File: src/rtl/irq_coalescer.sv
// irq_coalescer: per-source event coalescing (count threshold and holdoff
// timeout) with sticky W1C status, enable mask and an Avalon-MM CSR slave.
//
// Ports:
//   clk           block clock (same domain as the MSI stage)
//   reset_n       asynchronous active-low reset
//   event_in      per-source event strobes, one event per high cycle
//   csr_address   CSR word address
//   csr_read      read strobe; csr_readdata is valid on the next cycle
//   csr_write     write strobe
//   csr_writedata write data
//   csr_readdata  registered read data
//   irq           registered level interrupts (STATUS & MASK)
module irq_coalescer #(
    parameter int N_SRC = 8,
    parameter int CNT_W = 8,
    parameter int TMR_W = 16
) (
    input  logic             clk,
    input  logic             reset_n,
    input  logic [N_SRC-1:0] event_in,
    input  logic [2:0]       csr_address,
    input  logic             csr_read,
    input  logic             csr_write,
    input  logic [31:0]      csr_writedata,
    output logic [31:0]      csr_readdata,
    output logic [N_SRC-1:0] irq
);

    localparam logic [2:0] A_STATUS  = 3'd0;
    localparam logic [2:0] A_MASK    = 3'd1;
    localparam logic [2:0] A_FORCE   = 3'd2;
    localparam logic [2:0] A_THRESH  = 3'd3;
    localparam logic [2:0] A_TIMEOUT = 3'd4;
    localparam logic [2:0] A_COUNT   = 3'd5;

    // Number of 8-bit counter fields that fit in the COUNT word.
    localparam int NCNT = (N_SRC < 4) ? N_SRC : 4;

    logic [N_SRC-1:0] status;
    logic [N_SRC-1:0] mask;
    logic [N_SRC-1:0] defer;
    logic [CNT_W-1:0] thresh;
    logic [TMR_W-1:0] timeout;
    logic [CNT_W-1:0] cnt [N_SRC];
    logic [TMR_W-1:0] tmr [N_SRC];

    logic [CNT_W-1:0] cnt_nx [N_SRC];
    logic [CNT_W-1:0] cnt_d  [N_SRC];
    logic [TMR_W-1:0] tmr_d  [N_SRC];
    logic [N_SRC-1:0] expire;
    logic [N_SRC-1:0] fire;
    logic [N_SRC-1:0] set_req;
    logic [N_SRC-1:0] clr_req;
    logic [N_SRC-1:0] status_d;
    logic [N_SRC-1:0] defer_d;
    logic [CNT_W-1:0] thr_eff;
    logic [31:0]      rd_mux;
    logic [31:0]      count_word;

    logic wr_status;
    logic wr_mask;
    logic wr_force;
    logic wr_thresh;
    logic wr_timeout;

    // Upper write-data bits are architecturally ignored.
    logic unused_wdata;
    assign unused_wdata = ^csr_writedata;

    assign wr_status  = csr_write && (csr_address == A_STATUS);
    assign wr_mask    = csr_write && (csr_address == A_MASK);
    assign wr_force   = csr_write && (csr_address == A_FORCE);
    assign wr_thresh  = csr_write && (csr_address == A_THRESH);
    assign wr_timeout = csr_write && (csr_address == A_TIMEOUT);

    // A threshold of zero behaves exactly like one.
    assign thr_eff = (thresh == '0) ? CNT_W'(1) : thresh;

    always_comb begin
        for (int i = 0; i < N_SRC; i++) begin
            cnt_nx[i] = cnt[i];
            if (event_in[i] && (cnt[i] != '1)) begin
                cnt_nx[i] = cnt[i] + CNT_W'(1);
            end
            // Timer is at 1 and about to hit 0 while events are pending.
            expire[i] = (cnt[i] != '0) && (tmr[i] == TMR_W'(1))
                        && (timeout != '0);
            fire[i] = (cnt_nx[i] >= thr_eff) || expire[i];

            cnt_d[i] = fire[i] ? '0 : cnt_nx[i];
            tmr_d[i] = tmr[i];
            if (fire[i]) begin
                tmr_d[i] = '0;
            end else if (event_in[i] && (cnt[i] == '0)
                         && (timeout != '0)) begin
                tmr_d[i] = timeout;
            end else if ((cnt[i] != '0) && (tmr[i] != '0)) begin
                tmr_d[i] = tmr[i] - TMR_W'(1);
            end
        end
    end

    // A clear in the same cycle as a set wins; the set is parked in
    // defer and lands a cycle later so irq always shows a fresh edge.
    always_comb begin
        set_req = fire | defer;
        if (wr_force) begin
            set_req = set_req | csr_writedata[N_SRC-1:0];
        end
        clr_req = wr_status ? csr_writedata[N_SRC-1:0] : '0;
        status_d = (status | set_req) & ~clr_req;
        defer_d  = set_req & clr_req;
    end

    always_comb begin
        count_word = '0;
        for (int i = 0; i < NCNT; i++) begin
            count_word[8*i +: 8] = 8'(cnt[i]);
        end
        rd_mux = '0;
        case (csr_address)
            A_STATUS:  rd_mux[N_SRC-1:0] = status;
            A_MASK:    rd_mux[N_SRC-1:0] = mask;
            A_THRESH:  rd_mux[CNT_W-1:0] = thresh;
            A_TIMEOUT: rd_mux[TMR_W-1:0] = timeout;
            A_COUNT:   rd_mux = count_word;
            default:   rd_mux = '0;
        endcase
    end

    always_ff @(posedge clk or negedge reset_n) begin
        if (!reset_n) begin
            status       <= '0;
            mask         <= '0;
            defer        <= '0;
            thresh       <= CNT_W'(1);
            timeout      <= '0;
            irq          <= '0;
            csr_readdata <= '0;
            for (int i = 0; i < N_SRC; i++) begin
                cnt[i] <= '0;
                tmr[i] <= '0;
            end
        end else begin
            status <= status_d;
            defer  <= defer_d;
            irq    <= status & mask;
            for (int i = 0; i < N_SRC; i++) begin
                cnt[i] <= cnt_d[i];
                tmr[i] <= tmr_d[i];
            end
            if (wr_mask) begin
                mask <= csr_writedata[N_SRC-1:0];
            end
            if (wr_thresh) begin
                thresh <= csr_writedata[CNT_W-1:0];
            end
            if (wr_timeout) begin
                timeout <= csr_writedata[TMR_W-1:0];
            end
            // Read data reflects pre-write state of this cycle.
            if (csr_read) begin
                csr_readdata <= rd_mux;
            end
        end
    end

endmodule

File: config.mk
export PLATFORM = sky130hd
export DESIGN_NAME = irq_coalescer
export DESIGN_NICKNAME = d
export VERILOG_FILES = /design/src/rtl/irq_coalescer.sv
export SDC_FILE = /design/constraint.sdc
export NUM_CORES = 1
export LEC_CHECK = 0
export BUFFER_PORTS_ARGS = -buffer_cell sky130_fd_sc_hd__buf_2
export CAP_MARGIN = 20
export CORE_MARGIN = 4
export CORE_UTILIZATION = 55
export DETAILED_ROUTE_END_ITERATION = 8
export GPL_TIMING_DRIVEN = 0
export HOLD_SLACK_MARGIN = 0.12
export PLACE_DENSITY = 0.79
export SLEW_MARGIN = 10
export SYNTH_ARGS = -nofsm -noshare
export SYNTH_HDL_FRONTEND = slang
export SYNTH_SLANG_ARGS = --single-unit
export TNS_END_PERCENT = 20
File: constraint.sdc
create_clock -name clk -period 5.4 [get_ports clk]
set_clock_uncertainty 0.15 [all_clocks]
set_input_delay 0.27 -clock clk [delete_from_list [all_inputs] [get_ports clk]]
set_output_delay 0.27 -clock clk [all_outputs]
set_load 0.02 [all_outputs]
* Word level (Yosys, flattened, before mapping)
Cells that the tools add are included.
Word-level totals: register bits after elaboration 280, bits in latches 0, bits in writable memories 0, bits in read-only memories 0, bits of input ports 47, output and inout bits 40, logic and storage cells 217, memories kept 0
Operators by class: add/subtract/negate cells 16, $mul 0, div/mod/pow operators 0, $lt $le $gt $ge 8, equal/unequal tests 21, shift operators 0, mux-type cells 46, bitwise logic cells 7, reduce and logical (&&, ||, !) cells 96
Operators with widths (count):
- 16-bit 2-to-1 mux | 25
- 8-bit 2-to-1 mux | 19
- 16-bit nonzero test | 9
- 16-bit by 1-bit equality test with 1-bit output (second input constant) | 8
- 16-bit by 1-bit subtractor with 16-bit output (second input constant) | 8
- 8-bit logical NOT | 9
- 8-bit by 1-bit adder with 8-bit output (second input constant) | 8
- 8-bit greater-or-equal comparator | 8
- 8-bit != test (second input constant) | 8
- 8-bit nonzero test | 8
- 1-bit logical AND | 53
- 8-bit case mux with 5 select lines | 1
- 8-bit bitwise AND | 3
- 8-bit OR | 3
- 3-bit nonzero test | 8
- 8-bit case mux with 2 select lines | 1
- 1-bit logical OR | 8
- 8-bit NOT | 1
- 3-bit by 2-bit equality test with 1-bit output (second input constant) | 2
- 3-bit equality test (second input constant) | 2
- 3-bit by 1-bit equality test with 1-bit output (second input constant) | 1
- 3-bit logical NOT | 1

* Logic depth before layout (Yosys ltp)
depth after elaboration 10, depth in mapped cells 15, gate-level depth less buffers 13

* Worst setup path after synthesis
No wires, ideal clock.
path type register -> register, from reg cnt[16] in the netlist's numbering, to reg tmr[39] in the netlist's numbering, setup time 0.138 ns, data arrival time 3.596 ns, data required time 5.112 ns, path slack 1.516 ns, cell stages (with the launch flop) 15, buffers on the path 2, period minus slack after synthesis 3.884 ns, cell sequence dfrtp_1 > ha_1 > and3_1 > a31oi_1 > and4_1 > nand3_1 > xnor2_1 > ha_1 > nand4_1 > o311ai_0 > or3_1 > buf_2 > a21boi_2 > buf_2 > o221ai_1
On the way: longest elaborated chain between the ends 6, elaborated cells on any way between the ends 16, those cells by class add/sub: 1; order compare: 1; eq/ne: 1; mux: 3; reduce/logical: 10
RTL lines:
- start, declared | RTL line 45 | logic [CNT_W-1:0] cnt [N_SRC];
- start signal, assigned by index | RTL line 150 | cnt[i] <= cnt_d[i];
- parallel branches: the longest is 6 deep, another holds 8-bit by 1-bit adder with 8-bit output
- end signal, assigned by index | RTL line 151 | tmr[i] <= tmr_d[i];
- end, declared | RTL line 46 | logic [TMR_W-1:0] tmr [N_SRC];
Parallel ways; which one is timed is not known. A chain may end at the register's enable or synchronous reset.

* Worst setup path after layout
from reg thresh[2], to reg tmr[34] in the netlist's numbering
On the way: longest elaborated chain between the ends 5, elaborated cells on any way between the ends 6, those cells by class order compare: 1; mux: 2; reduce/logical: 3
RTL lines:
- start, declared | RTL line 43 | logic [CNT_W-1:0] thresh;
- start signal, assigned | RTL line 157 | thresh <= csr_writedata[CNT_W-1:0];
- 8-bit logical NOT | RTL line 78 | assign thr_eff = (thresh == '0) ? CNT_W'(1) : thresh;
- 8-bit 2-to-1 mux * | RTL line 78
- 8-bit greater-or-equal comparator * | RTL line 89 | fire[i] = (cnt_nx[i] >= thr_eff) || expire[i];
- 1-bit logical OR * | RTL line 89
- 3-bit nonzero test (no line) / 16-bit 2-to-1 mux (equally long branches)
Every way passes the cells marked *; elsewhere a longest branch is shown, timed or not.

==> impl_results.md <==
* EDFF count, synth at 0
* Num ports at 87
* Switch Pwr at 4.59 mW
* Crit path from: thresh[2]$_DFFE_PN0P_
* CP arrival at 5070 ps
* Endpoints failing hold at 0
* Reg2reg start: thresh[2]$_DFFE_PN0P_
* Sequential Area at 7010 µm²
* Drt drc at 0
* Pins Over Slew Limit at 0
* CP Capture Type: register
* Hold Path Origin: csr_write
* Sink Count at 280
* # diodes at 0
* Synth Area in Compound Gates at 0.198
* Synth top area share at 0.411
* Detailed Place HPWL at 34.4 mm
* Largest net degree at the start of global routing at 79
* Fill cells at 2410
* Int Power at 6.26 mW
* Congestion Overflow GR at 0
* Setup TNS at 0 ps
* Post-cts sizing count at 0
* Post-DRT Antenna Nets at 0
* Hold Buf Count CTS at 24
* Row count at 64
* Avg Cell Area, Syn at 9.25 µm²
* Dpl cells at 2309
* Synthesis Warnings at 0
* Sw Share at 0.423
* FF-to-FF End: tmr[34]$_DFFE_PN0P_
* Post-Synth Simple-Gate Area at 0.205
* R2R Setup Slk at 610 ps
* Global Route Usage Sum at 0.304
* Area leader, netlist: dfrtp_1
* Post-synthesis async set-or-reset flop share at 1.00
* Final Util at 0.637
* Min cycle time layout at 4790 ps
* Final worst path period share at 0.886
* XOR/XNOR Fraction of Synth Area at 0.0417
* Clock Root Buffer: clkbuf_16
* Share of layout cells above drive strength 1 at 0.104
* Most frequent cells in the layout: dfrtp_1 (279), nor2_1 (146), a21oi_1 (105), nand2_1 (103), ha_1 (96)
* Max frequency at 209 MHz
* Register area share after synthesis at 0.412
* Synth Flop Type: dfrtp_1
* TritonRoute pass-1 iters at 5
* Multi-input gate area in the final layout at 9290 µm²
* Clock tree buffer depth at 3
* CTS Buf Count at 34
* CP required at 5680 ps
* Buffers on Ports at 69
* PD cells at 558 nW/µm²
* Worst reg2reg path depth at 11
* Core ar. at 30500 µm²
* CTS HTree Levels at 2
* Hold/Removal Path Class: in2reg
* RSZ-0062 raised after global routing: false
* Setup bufs post-CTS at 0
* WL/cell at 21.7 µm
* Startpoint Class: register
* Max VDD drop at 0.000402 V
* Routed wire length at 52.0 mm
* Status: completed
* Final std cells w/o fill at 2394
* Die height at 184 µm
* Post-synthesis mux area share at 0.0304
* Vias per cell at 6.55
* Place WS at 720 ps
* Starting density of the core at 0.557
* CTS tree: done
* Initial antenna violation count at 1
* Post-Synth Adder-Cell Area at 0.0706
* Worst slew margin at 0.139
* Clk slew on worst S/H paths at 60 ps
* Number of global-route vias before repair at 15300
* Sequential Power Share at 0.332
* Critical-path maximum fanout at 10
* P&R area growth vs syn at 14.2%
* Setup WS post-layout at 614 ps
* Clock power share at 0.225
* First-pass GRT wire length at 82.1 mm
* Cells after Synth at 1839
* Max-Cap Viols at 0
* Comb pwr share at 0.444
* Clk_lat worst skew at 530 ps
* Cell variety after synth at 83
* Final setup fails at 0
* Worst-margin pin slew at 1290 ps
* Syn Std Cell Area at 17000 µm²
* Most common cell after layout, fill and taps aside: dfrtp_1
* Leakage power at 8.68 nW
* Worst setup path end: tmr[34]$_DFFE_PN0P_
* Die ar. at 33800 µm²
* Initial drt markers at 1516
* WS Path Type: reg2reg
* Top post-synthesis cells by area: dfrtp_1 (41%), ha_1 (7.1%), nor2_1 (3.2%)
* DR vias at 15700
* Syn Nets at 1982
* Die W at 184 µm
* Nets at 2117
* Largest family of logic cells by synthesized area: simple AND/OR/NAND/NOR gates
* Final GP Congestion at 0.951
* Register bit total from synthesis at 280
==> metrics by stage <==
step           area [µm²]  total power [mW]  hold slack [ps]
2_1_floorplan       17000              6.86             -176
3_3_place_gp        17800              8.03              315
3_5_place_dp        18000              8.26             62.5
4_1_cts             19400              10.8              124
5_1_grt             19400              11.5              164
6_report            19400              10.8              158
==> sequential cells by signal, summed over array words and instances (netlist names) <==
name,cells
mask,8
status,8
csr_readdata,32
irq,8
tmr,128
timeout,16
cnt,64
thresh,8
defer,8
==> area by class of cell <==
class                      instances  share of cell area
timing repair buffer              99              0.0365
clock buffer                      50              0.0553
inverter                          79              0.0153
multi-input combinational       1378               0.479
tap                              396              0.0255
sequential                       280               0.361
buffer                           102              0.0209
clock inverter                    10             0.00715
==> kinds of logic after synthesis <==
group | Yosys count
compound gates | 493
xor+xnor | 81
fa+ha+maj | 96
buf+inv | 181
flops | 280
mux | 47
simple gates | 661
==> routing by layer <==
metal  track usage  up-vias  routed length (µm)
li1              -     7085                   -
met1         0.391     7584               20400
met2         0.489      828               24100
met3        0.0596      189                4600
met4         0.159        2                2900
met5             0        -                  11
==> cells in the mapped netlist (5+ instances only) <==
library cell,n
a21boi_0,7
o31a_1,9
mux2i_1,10
nand4_1,23
a31oi_1,10
a22oi_1,15
o31ai_1,17
nand2_1,103
nor4b_1,5
nor4_1,42
a21o_1,36
o311ai_0,6
or2_2,7
and4_1,6
o221ai_1,9
clkbuf_1,87
o211ai_1,12
o41ai_1,13
nor3_1,56
or3_1,24
a211oi_1,34
o2bb2ai_1,17
xnor2_1,47
dfrtp_1,279
nand3_1,83
mux2_2,37
o21ai_0,75
xor2_1,34
or4_1,22
nor2_1,146
o311a_1,11
inv_1,79
and2_1,18
and3_1,28
a21oi_1,105
o22ai_1,49
nor3b_1,9
nand2b_1,13
nor2b_1,56
ha_1,96
a221o_1,12
a2111oi_0,8
o21ai_1,9
buf_2,9
==> worst min-delay path by stage <==
stage,to,slack [ps],cells past startpoint
after floorplan,cnt[0]$_DFF_PN0_,-180,0
after global placement,csr_readdata[5]$_DFFE_PN0P_,320,1
after detailed placement,cnt[14]$_DFF_PN0_,60,1
after CTS,tmr[79]$_DFFE_PN0P_,120,3
after global routing,tmr[69]$_DFFE_PN0P_,160,3
final,status[3]$_DFF_PN0_,160,4
==> power by group through the flow <==
stage	clock, mW	combinational, mW	sequential (mW)
floorplan	0	3.42	3.45
global placement	0	4.48	3.55
detailed placement	0	4.68	3.57
CTS	2.47	4.72	3.56
global route	2.55	5.30	3.69
finish	2.44	4.81	3.60
==> critical path: stages, from the launching register on <==
cell	delay, ps
dfrtp_1	420
inv_1	600
a41o_1	820
ha_1	350
nand2b_1	140
a2111oi_0	590
o311ai_0	380
or3_1	440
buf_2	180
a21boi_2	220
buf_2	230
o22ai_1	180
No activity file was read; power rests on OpenSTA's default activity.
